`src/rtl/lives_pkg.sv`:
```
// Shared types and default parameter values for the player-lives controller.
package lives_pkg;

  typedef enum logic [1:0] {
    ALIVE     = 2'd0,
    INVULN    = 2'd1,
    GAME_OVER = 2'd2
  } lives_state_e;

  localparam int DEF_MAX_LIVES     = 5;
  localparam int DEF_INIT_LIVES    = 3;
  localparam int DEF_LIVES_W       = 4;
  localparam int DEF_INVULN_FRAMES = 120;
  localparam int DEF_BLINK_BIT     = 3;

endpackage

```
`src/rtl/edge_detect.sv`:
```
// Multi-bit rising-edge detector: one-cycle pulse per 0->1 transition of each input bit.
module edge_detect #(
  parameter int WIDTH = 4
) (
  input  logic             clk,
  input  logic             resetN,
  input  logic [WIDTH-1:0] din,
  output logic [WIDTH-1:0] rise
);

  logic [WIDTH-1:0] prev_p0;

  always_ff @(posedge clk or negedge resetN) begin
    if (!resetN) prev_p0 <= '0;
    else         prev_p0 <= din;
  end

  assign rise = din & ~prev_p0;

endmodule

```
`src/rtl/lives_manager.sv`:
```
// Player-lives controller: edge-detected damage/pickup/debug events, frame-timed
// invulnerability after gameplay hits, game-over latch and sprite blink.
module lives_manager
  import lives_pkg::*;
#(
  parameter int MAX_LIVES     = DEF_MAX_LIVES,
  parameter int INIT_LIVES    = DEF_INIT_LIVES,
  parameter int LIVES_W       = DEF_LIVES_W,
  parameter int INVULN_FRAMES = DEF_INVULN_FRAMES,
  parameter int BLINK_BIT     = DEF_BLINK_BIT
) (
  input  logic               clk,
  input  logic               resetN,
  input  logic               startOfFrame,
  input  logic               hit,
  input  logic               pickup,
  input  logic               sw_inc,
  input  logic               sw_dec,
  input  logic               restart,
  output logic [LIVES_W-1:0] lives,
  output logic               invulnerable,
  output logic               blink,
  output logic               life_lost,
  output logic               player_died,
  output logic               game_over
);

  // The counter must be wide enough both for the window length and for the blink tap.
  localparam int CNT_FR = $clog2(INVULN_FRAMES + 1);
  localparam int CNT_W  = (CNT_FR > BLINK_BIT + 1) ? CNT_FR : BLINK_BIT + 1;

  lives_state_e     state, state_nxt;
  logic [CNT_W-1:0] cnt, cnt_nxt;
  logic [LIVES_W-1:0] lives_nxt;
  logic [3:0]       evt;
  logic             hit_evt, pickup_evt, inc_sw_evt, dec_sw_evt;
  logic             hit_acc, dec_evt, inc_evt, lost_nxt, died_nxt;

  function automatic logic [LIVES_W-1:0] sat_inc(input logic [LIVES_W-1:0] l);
    return (l >= LIVES_W'(MAX_LIVES)) ? LIVES_W'(MAX_LIVES) : l + 1'b1;
  endfunction

  function automatic logic [LIVES_W-1:0] sat_dec(input logic [LIVES_W-1:0] l);
    return (l == '0) ? '0 : l - 1'b1;
  endfunction

  edge_detect #(.WIDTH(4)) u_edge (
    .clk    (clk),
    .resetN (resetN),
    .din    ({hit, pickup, sw_inc, sw_dec}),
    .rise   (evt)
  );

  assign {hit_evt, pickup_evt, inc_sw_evt, dec_sw_evt} = evt;

  always_comb begin
    state_nxt = state;
    lives_nxt = lives;
    cnt_nxt   = cnt;
    lost_nxt  = 1'b0;
    died_nxt  = 1'b0;
    hit_acc   = hit_evt && (state == ALIVE);
    dec_evt   = hit_acc || dec_sw_evt;
    inc_evt   = pickup_evt || inc_sw_evt;
    if (restart) begin
      state_nxt = ALIVE;
      lives_nxt = LIVES_W'(INIT_LIVES);
      cnt_nxt   = '0;
    end else if (state != GAME_OVER) begin
      if (state == INVULN && startOfFrame) begin
        cnt_nxt = cnt - 1'b1;
        if (cnt_nxt == '0) state_nxt = ALIVE;
      end
      // A decrement in the same cycle as an increment wins outright.
      if (dec_evt) begin
        lives_nxt = sat_dec(lives);
        lost_nxt  = (lives != '0);
        if (lives_nxt == '0) begin
          state_nxt = GAME_OVER;
          cnt_nxt   = '0;
          died_nxt  = lost_nxt;
        end else if (hit_acc && INVULN_FRAMES > 0) begin
          state_nxt = INVULN;
          cnt_nxt   = CNT_W'(INVULN_FRAMES);
        end
      end else if (inc_evt) begin
        lives_nxt = sat_inc(lives);
      end
    end
  end

  always_ff @(posedge clk or negedge resetN) begin
    if (!resetN) begin
      state        <= ALIVE;
      lives        <= LIVES_W'(INIT_LIVES);
      cnt          <= '0;
      invulnerable <= 1'b0;
      blink        <= 1'b0;
      life_lost    <= 1'b0;
      player_died  <= 1'b0;
      game_over    <= 1'b0;
    end else begin
      state        <= state_nxt;
      lives        <= lives_nxt;
      cnt          <= cnt_nxt;
      invulnerable <= (state_nxt == INVULN);
      blink        <= (state_nxt == INVULN) && cnt_nxt[BLINK_BIT];
      life_lost    <= lost_nxt;
      player_died  <= died_nxt;
      game_over    <= (state_nxt == GAME_OVER);
    end
  end

endmodule

```
`config.mk`:
```
export PLATFORM = sky130hd
export DESIGN_NAME = lives_manager
export DESIGN_NICKNAME = d
export VERILOG_FILES = /design/src/rtl/lives_pkg.sv /design/src/rtl/edge_detect.sv /design/src/rtl/lives_manager.sv
export SDC_FILE = /design/constraint.sdc
export NUM_CORES = 1
export LEC_CHECK = 0
export BUFFER_PORTS_ARGS = -buffer_cell sky130_fd_sc_hd__clkbuf_2
export CAP_MARGIN = 10
export CORE_MARGIN = 3
export CORE_UTILIZATION = 51
export CTS_BUF_LIST = sky130_fd_sc_hd__clkbuf_16
export DETAILED_ROUTE_END_ITERATION = 8
export PLACE_DENSITY = 0.83
export SETUP_SLACK_MARGIN = 0.15
export SLEW_MARGIN = 40
export SYNTH_ARGS = -nofsm -noshare
export SYNTH_HDL_FRONTEND = slang
export SYNTH_HIERARCHICAL = 1
export SYNTH_SLANG_ARGS = --single-unit
```
`constraint.sdc`:
```
create_clock -name clk -period 1.75 [get_ports clk]
set_input_delay 0.175 -clock clk [delete_from_list [all_inputs] [get_ports clk]]
set_output_delay 0.175 -clock clk [all_outputs]
set_load 0.02 [all_outputs]
```
==> results of run 1 <==
## what timing repair did
item | 4_1_cts | 5_1_grt
setup endpoints to repair | 13 | 17
setup buffers | 4 | 6
resized for setup | 16 | 34
pin swaps | 5 | 14
hold endpoints to repair | 20 | 0
hold buffers | 1 | 0
cloned | 0 | 0
## cell families after synthesis
group / count (synthesis)
flip-flops: 22
AO/OA/AOI/OAI: 43
buffers and inverters: 11
multiplexers: 1
adder cells (fa/ha/maj): 5
XOR/XNOR: 2
AND/OR/NAND/NOR: 54
## through the flow
stage | total power (W) | setup WS, ns | instance area (sq um) | hold WS [ns] | util
2_1_floorplan | 0.00156 | -0.0660 | 1420 | -0.121 | -
3_3_place_gp | 0.00186 | -0.0436 | 1620 | 0.172 | 0.691
3_5_place_dp | 0.00191 | -0.117 | 1620 | 0.190 | 0.691
4_1_cts | 0.00252 | -0.127 | 1790 | 0.0438 | 0.767
5_1_grt | 0.00302 | -0.272 | 1960 | 0.0456 | 0.838
6_report | 0.00290 | -0.220 | 1960 | 0.0378 | 0.838
## state kept, by name, indices dropped and copies added, names as in the netlist
| register | flops |
|---|---|
| cnt | 7 |
| lives | 4 |
| u_edge/prev_p0 | 4 |
| state | 2 |
| blink | 1 |
| game_over | 1 |
| invulnerable | 1 |
| life_lost | 1 |
| player_died | 1 |
## critical path, cell delays in order, from the launching register on
cell and delay [ns]:
dfrtp_1 0.40, buf_4 0.14, buf_4 0.15, nor3_2 0.16, xor2_1 0.32, a311o_1 0.23, buf_4 0.15, nand2_4 0.05
a2111oi_2 0.26
## routing by layer
metal	vias up	GRT usage
met2	105	0.382
met4	0	0.119
met5	-	0
met3	30	0.0475
li1	599	-
met1	688	0.295
## power groups by stage
stage                     Combinational, W  Sequential (W)  Clock (W)
final                              0.00160        0.000799   0.000501
after global routing               0.00169        0.000816   0.000510
after CTS                          0.00125        0.000772   0.000489
after detailed placement           0.00114        0.000766          0
after global placement             0.00110        0.000759          0
after floorplan                   0.000728        0.000832          0
## worst max path at each step
stage / startpoint / endpoint / slack [ns] / depth (start not counted)
2_1_floorplan: cnt[0] / game_over / -0.07 / 7
3_3_place_gp: cnt[1] / game_over / -0.04 / 7
3_5_place_dp: cnt[1] / game_over / -0.12 / 7
4_1_cts: cnt[0] / game_over / -0.13 / 7
5_1_grt: cnt[1] / blink / -0.27 / 8
6_report: cnt[1] / blink / -0.22 / 8
## final cells by class
type / instances / area (sq um)
Clock inverter: 1 / 3.75
Timing Repair Buffer: 42 / 304
Tap cell: 28 / 35.0
Multi-Input combinational cell: 105 / 960
Fill cell: 127 / 379
Inverter: 7 / 28.8
Sequential cell: 22 / 554
Clock buffer: 3 / 75.1
## cells in the final DEF, fill, tap and decap left out, drive strengths merged, types with 2 or more instances in the layout
cell and instances:
a211oi 2, a21o 2, a21oi 9, a22o 2, and3b 2, buf 25, clkbuf 19, dfrtp 20
dfstp 2, ha 5, inv 8, nand2 10, nand2b 2, nand3 4, nand4b 2, nor2 11
nor2b 5, nor3 7, nor3b 2, o211ai 2, o21ai 9, o21bai 2, o22ai 2, or3 2
==> impl_summary.log, run 1 <==
INFO  metric tritoncts = done
INFO  metric timing.setup.critical_path_class = register to register
INFO  metric rsz0062_at_grt = yes
INFO  metric vias_in_the_first_global_route = 1340
INFO  metric post-route-drc-count = 0
INFO  metric syn_area = 1330 sq um
INFO  metric avgSynthCellArea = 9.61 sq um
INFO  metric ff2ff_setup_slack = -0.22 ns
INFO  metric end_kind = register
INFO  metric global_route.overflow_total = 0
INFO  metric route.met3.wl = 415 um
INFO  metric finalWorstPathRequiredPeriod = 1.97 ns
INFO  metric p_sw_frac = 0.428
INFO  metric cell_internal_pwr = 0.00166 W
INFO  metric drt-initial-drc-count = 95
INFO  metric comb_power_share = 0.552
INFO  metric hpwl = 2340 um
INFO  metric clock_skew = 0.00361 ns
INFO  metric finalCritPeriodShare = 1.13
INFO  metric fin_nets = 194
INFO  metric worst_slew_pin_slew = 0.557 ns
INFO  metric synth-seq-area-share = 0.417
INFO  metric hold-path-endpoint = u_edge/prev_p0[3]
INFO  metric critPathArrivalTime = 2.11 ns
INFO  metric route.met2.wl = 2370 um
INFO  metric maxUsedRoutingLayer = met4
INFO  metric synth_top_family_by_area = simple AND/OR/NAND/NOR gates
INFO  metric timing.final.ws_setup = -0.220 ns
INFO  metric port_buffers = 16
INFO  metric ir_drop = 0.00131 V
INFO  metric post-synth-top-area-fraction = 0.377
INFO  metric io-pin-count = 17
INFO  metric fp-row-count = 17
INFO  metric final-max-slew-violation-count = 0
INFO  metric critical_path.max_fanout = 3
INFO  metric yosys.area_share.adder = 0.0472
INFO  metric synth_cell_type_count = 51
INFO  metric kind_of_launch_point_of_the_worst_setup_path = register
INFO  metric die_h = 57.0 um
INFO  metric p_clk_frac = 0.173
INFO  metric syn_inst = 138
INFO  metric postSynth.topFlopCell = dfrtp_1
INFO  metric clockRootBuffer = clkbuf_16
INFO  metric worst_hold_path.num_cells = 1
INFO  metric synth_top_area_cell = dfrtp_1
INFO  metric drt_pre_antenna_iters = 6
INFO  metric pwr_density_cell = 1480 nW/um^2
INFO  metric synth_xor_xnor_area_share = 0.0132
INFO  metric post_synth_main_area_contributors = dfrtp_1 38%, ha_1 4.7%, nor2b_4 4.2%
INFO  metric initial_antenna_violation_count = 0
INFO  metric dpl.cell_count = 193
INFO  metric clk_pin_slew = 0.06 ns
INFO  metric clock-sinks = 22
INFO  metric hold_viol = 0
INFO  metric wl_per_cell = 23.3 um
INFO  metric num_vias = 1422
INFO  metric r2r_end = blink
INFO  metric rr_startpoint = cnt[1]
INFO  metric totalWireLength = 4840 um
INFO  metric synth_compound_area_frac = 0.227
INFO  metric multiplexer_area_fraction_after_synthesis = 0.00755
INFO  metric core = 2340 sq um
INFO  metric synth_simple_gate_area_frac = 0.256
INFO  metric final-setup-viol-count = 4
INFO  metric tritoncts.num_buffers = 3
INFO  metric synth_edf_count = 0
INFO  metric yosys_warnings = 6
INFO  metric grt_util_all_layers = 0.235
INFO  metric hold_start = hit
INFO  metric fin_cells = 208
INFO  metric layout-drive-gt1-share = 0.556
INFO  metric fmaxAchievable = 508 MHz
INFO  metric ctsLongestPathBuffers = 2
INFO  metric timing.reg2reg.worst_path_depth = 8
INFO  metric outcome = finished, violations left
INFO  metric seqPwrFrac = 0.275
INFO  metric drt-vias-per-instance = 6.84
INFO  metric die_ar = 3250 sq um
INFO  metric postSynth.asyncResetShare = 1.00
INFO  metric net_switching_power = 0.00124 W
INFO  metric htreeDepth = 1
INFO  metric effective_utilization_at_floorplan = 0.567
INFO  metric largest_net_degree_at_the_start_of_global_routing = 23
INFO  metric violations = negative setup slack
INFO  metric antenna_violating_nets_post_route = 0
INFO  metric routedLengthMet1 = 1810 um
INFO  metric weighted_congestion_at_the_end_of_routability_driven_global_placement = 0.845
INFO  metric cap_violations = 0
INFO  metric clk-insertion-delay-late = 0.26 ns
INFO  metric num_antenna_cells = 0
INFO  metric post-synth-top-count-cell = dfrtp_1
INFO  metric p_leak = 0.883 nW
INFO  metric cp_data_required_time = 1.89 ns
INFO  metric grt_first_pass_wirelength = 6040 um
INFO  metric relSlewSlack = 0.629
INFO  metric hp-class = input pin to register
INFO  metric postSynthRegisterBits = 22
INFO  metric syn_to_final_growth = 47.8%
INFO  metric die-width = 57.0 um
INFO  metric synth.net_count = 151
INFO  metric tns = -0.456 ns
INFO  metric synthTopCellsByCount = 20 x dfrtp_1, 10 x nand2_1, 10 x nor2_1, 9 x a21oi_1, 9 x o21ai_0
(Power assumes the default switching activity.)
==> run 2, diff against run 1 <==
--- a/config.mk
+++ b/config.mk
@@ -11,6 +11,7 @@
 export CORE_UTILIZATION = 51
 export CTS_BUF_LIST = sky130_fd_sc_hd__clkbuf_16
 export DETAILED_ROUTE_END_ITERATION = 8
+export MAX_ROUTING_LAYER = met4
 export PLACE_DENSITY = 0.83
 export SETUP_SLACK_MARGIN = 0.15
 export SLEW_MARGIN = 40
==> constraint.sdc (replaced) <==
create_clock -name clk -period 1.7 [get_ports clk]
set_input_delay 0.17 -clock clk [delete_from_list [all_inputs] [get_ports clk]]
set_output_delay 0.17 -clock clk [all_outputs]
set_load 0.02 [all_outputs]
==> impl_summary.log, run 2 (synthesis gave the netlist of run 1 again) <==
INFO  metric place_ws = -0.192 ns
INFO  metric tritoncts.num_buffers = 3
INFO  metric weighted_congestion_at_the_end_of_routability_driven_global_placement = 0.856
INFO  metric final_common_cell = buf_4
INFO  metric clock_skew = 0.00212 ns
INFO  metric wl_per_cell = 20.7 um
INFO  metric timing.setup.critical_path_class = register to register
INFO  metric fp-row-count = 17
INFO  metric tritoncts = done
INFO  metric die_ar = 3250 sq um
INFO  metric clk_pin_slew = 0.06 ns
INFO  metric end_kind = register
INFO  metric fmaxAchievable = 523 MHz
INFO  metric die-width = 57.0 um
INFO  metric effective_utilization_at_floorplan = 0.567
INFO  metric totalWireLength = 4450 um
INFO  metric finalWorstPathRequiredPeriod = 1.91 ns
INFO  metric initial_antenna_violation_count = 0
INFO  metric hpwl = 2480 um
INFO  metric stdcell_area = 2020 sq um
INFO  metric ir_drop = 0.00148 V
INFO  metric io-pin-count = 17
INFO  metric drt_pre_antenna_iters = 5
INFO  metric clockRootBuffer = clkbuf_16
INFO  metric final-setup-viol-count = 6
INFO  metric num_vias = 1404
INFO  metric drt-vias-per-instance = 6.53
INFO  metric cap_violations = 0
INFO  metric dpl_cell_area = 1690 sq um
INFO  metric largest_net_degree_at_the_start_of_global_routing = 23
INFO  metric htreeDepth = 1
INFO  metric utilization = 0.864
INFO  metric critPathArrivalTime = 2.09 ns
INFO  metric clock-sinks = 22
INFO  metric global_route.overflow_total = 0
INFO  metric pwr_density_cell = 1500 nW/um^2
INFO  metric finalCritPeriodShare = 1.13
INFO  metric hp-class = input pin to register
INFO  metric grt_first_pass_wirelength = 5780 um
INFO  metric layout-drive-gt1-share = 0.540
INFO  metric vias_in_the_first_global_route = 1291
INFO  metric num_antenna_cells = 0
INFO  metric hold_viol = 0
INFO  metric outcome = finished, violations left
INFO  metric post-route-drc-count = 0
INFO  metric rsz0062_at_grt = yes
INFO  metric kind_of_launch_point_of_the_worst_setup_path = register
INFO  metric drt-initial-drc-count = 64
INFO  metric worst_hold_slack = 0.0405 ns
INFO  metric most-common-layout-cells = 27 x buf_4, 18 x dfrtp_1, 16 x clkbuf_2, 8 x nand2_1
INFO  metric largest_register = cnt
INFO  metric grt_util_all_layers = 0.232
INFO  metric port_buffers = 16
INFO  metric cp_data_required_time = 1.88 ns
INFO  metric p_leak = 0.912 nW
INFO  metric die_h = 57.0 um
INFO  metric critical_path.max_fanout = 4
INFO  metric final-max-slew-violation-count = 0
INFO  metric core = 2340 sq um
INFO  metric largest_registers = cnt (7), lives (4), u_edge/prev_p0 (4)
INFO  metric clk-insertion-delay-late = 0.26 ns
INFO  metric ctsLongestPathBuffers = 2
INFO  metric antenna_violating_nets_post_route = 0
INFO  metric worst_slew_pin_slew = 0.538 ns
INFO  metric fin_nets = 201
INFO  metric syn_to_final_growth = 52.4%
INFO  metric violations = negative setup slack
INFO  metric largest_register_ffs = 7
INFO  metric timing.final.ws_setup = -0.214 ns
INFO  metric relSlewSlack = 0.642
-- run 2: changes by cell type in the layout (fill, tap and decap cells not counted), sizes merged --
cell    delta
buf        +7
clkinv     +1
inv        -1
-- run 2: through the flow --
step / setup TNS, ns / power [W] / std cells
final: -0.722 / 0.00304 / 215
after CTS: -0.347 / 0.00267 / 205
after detailed placement: -0.398 / 0.00209 / 199
after global routing: -1.15 / 0.00318 / 215
after global placement: -0.0957 / 0.00203 / 199
after floorplan: -0.257 / 0.00165 / 138
-- run 2: cell type report --
class,instances,area [sq um]
multi-input combinational,105,973
sequential,22,556
timing repair buffer,49,349
fill,111,319
clock buffer,3,75.1
tap,28,35.0
inverter,7,28.8
clock inverter,1,3.75
-- run 2: critical path, cell delays in order (launching register included) --
cell and delay (ns):
dfrtp_1 0.40, inv_2 0.09, ha_4 0.15, nand4bb_1 0.09, or4_1 0.42, a311o_1 0.34
and3b_4 0.21, nor3_2 0.14
-- run 2: per-layer routing --
metal,up-vias,GRT usage,wire [um]
met3,17,0.0339,333
met2,86,0.392,2230
met4,0,0.0927,121
met1,689,0.278,1760
met5,-,-,0
li1,612,-,-
-- run 2: power by group --
group / internal [W] / leakage (nW) / switching (W)
Combinational: 0.000800 / 0.591 / 0.000922
Sequential: 0.000653 / 0.283 / 0.000161
Clock: 0.000314 / 0.0385 / 0.000190
Total: 0.00177 / 0.912 / 0.00127
-- run 2: worst paths after layout --
| path | startpoint | end | slack [ns] | depth (start not counted) |
|---|---|---|---|---|
| max | cnt[1] | game_over | -0.21 | 7 |
| min | hit | u_edge/prev_p0[3] | 0.04 | 1 |
| max reg2reg | cnt[1] | game_over | -0.21 | 7 |
| min reg2reg | cnt[4] | cnt[4] | 0.61 | 2 |
| max in group asynchronous | resetN | state[1] | 0.89 | 2 |
| min in group asynchronous | resetN | u_edge/prev_p0[1] | 0.42 | 2 |
-- run 2: what timing repair did --
item	4_1_cts	5_1_grt
pin swaps	6	12
endpoints found under the setup margin	17	17
hold endpoints to repair	20	0
hold buffers	1	0
gates resized for setup	8	31
setup buffers	1	10
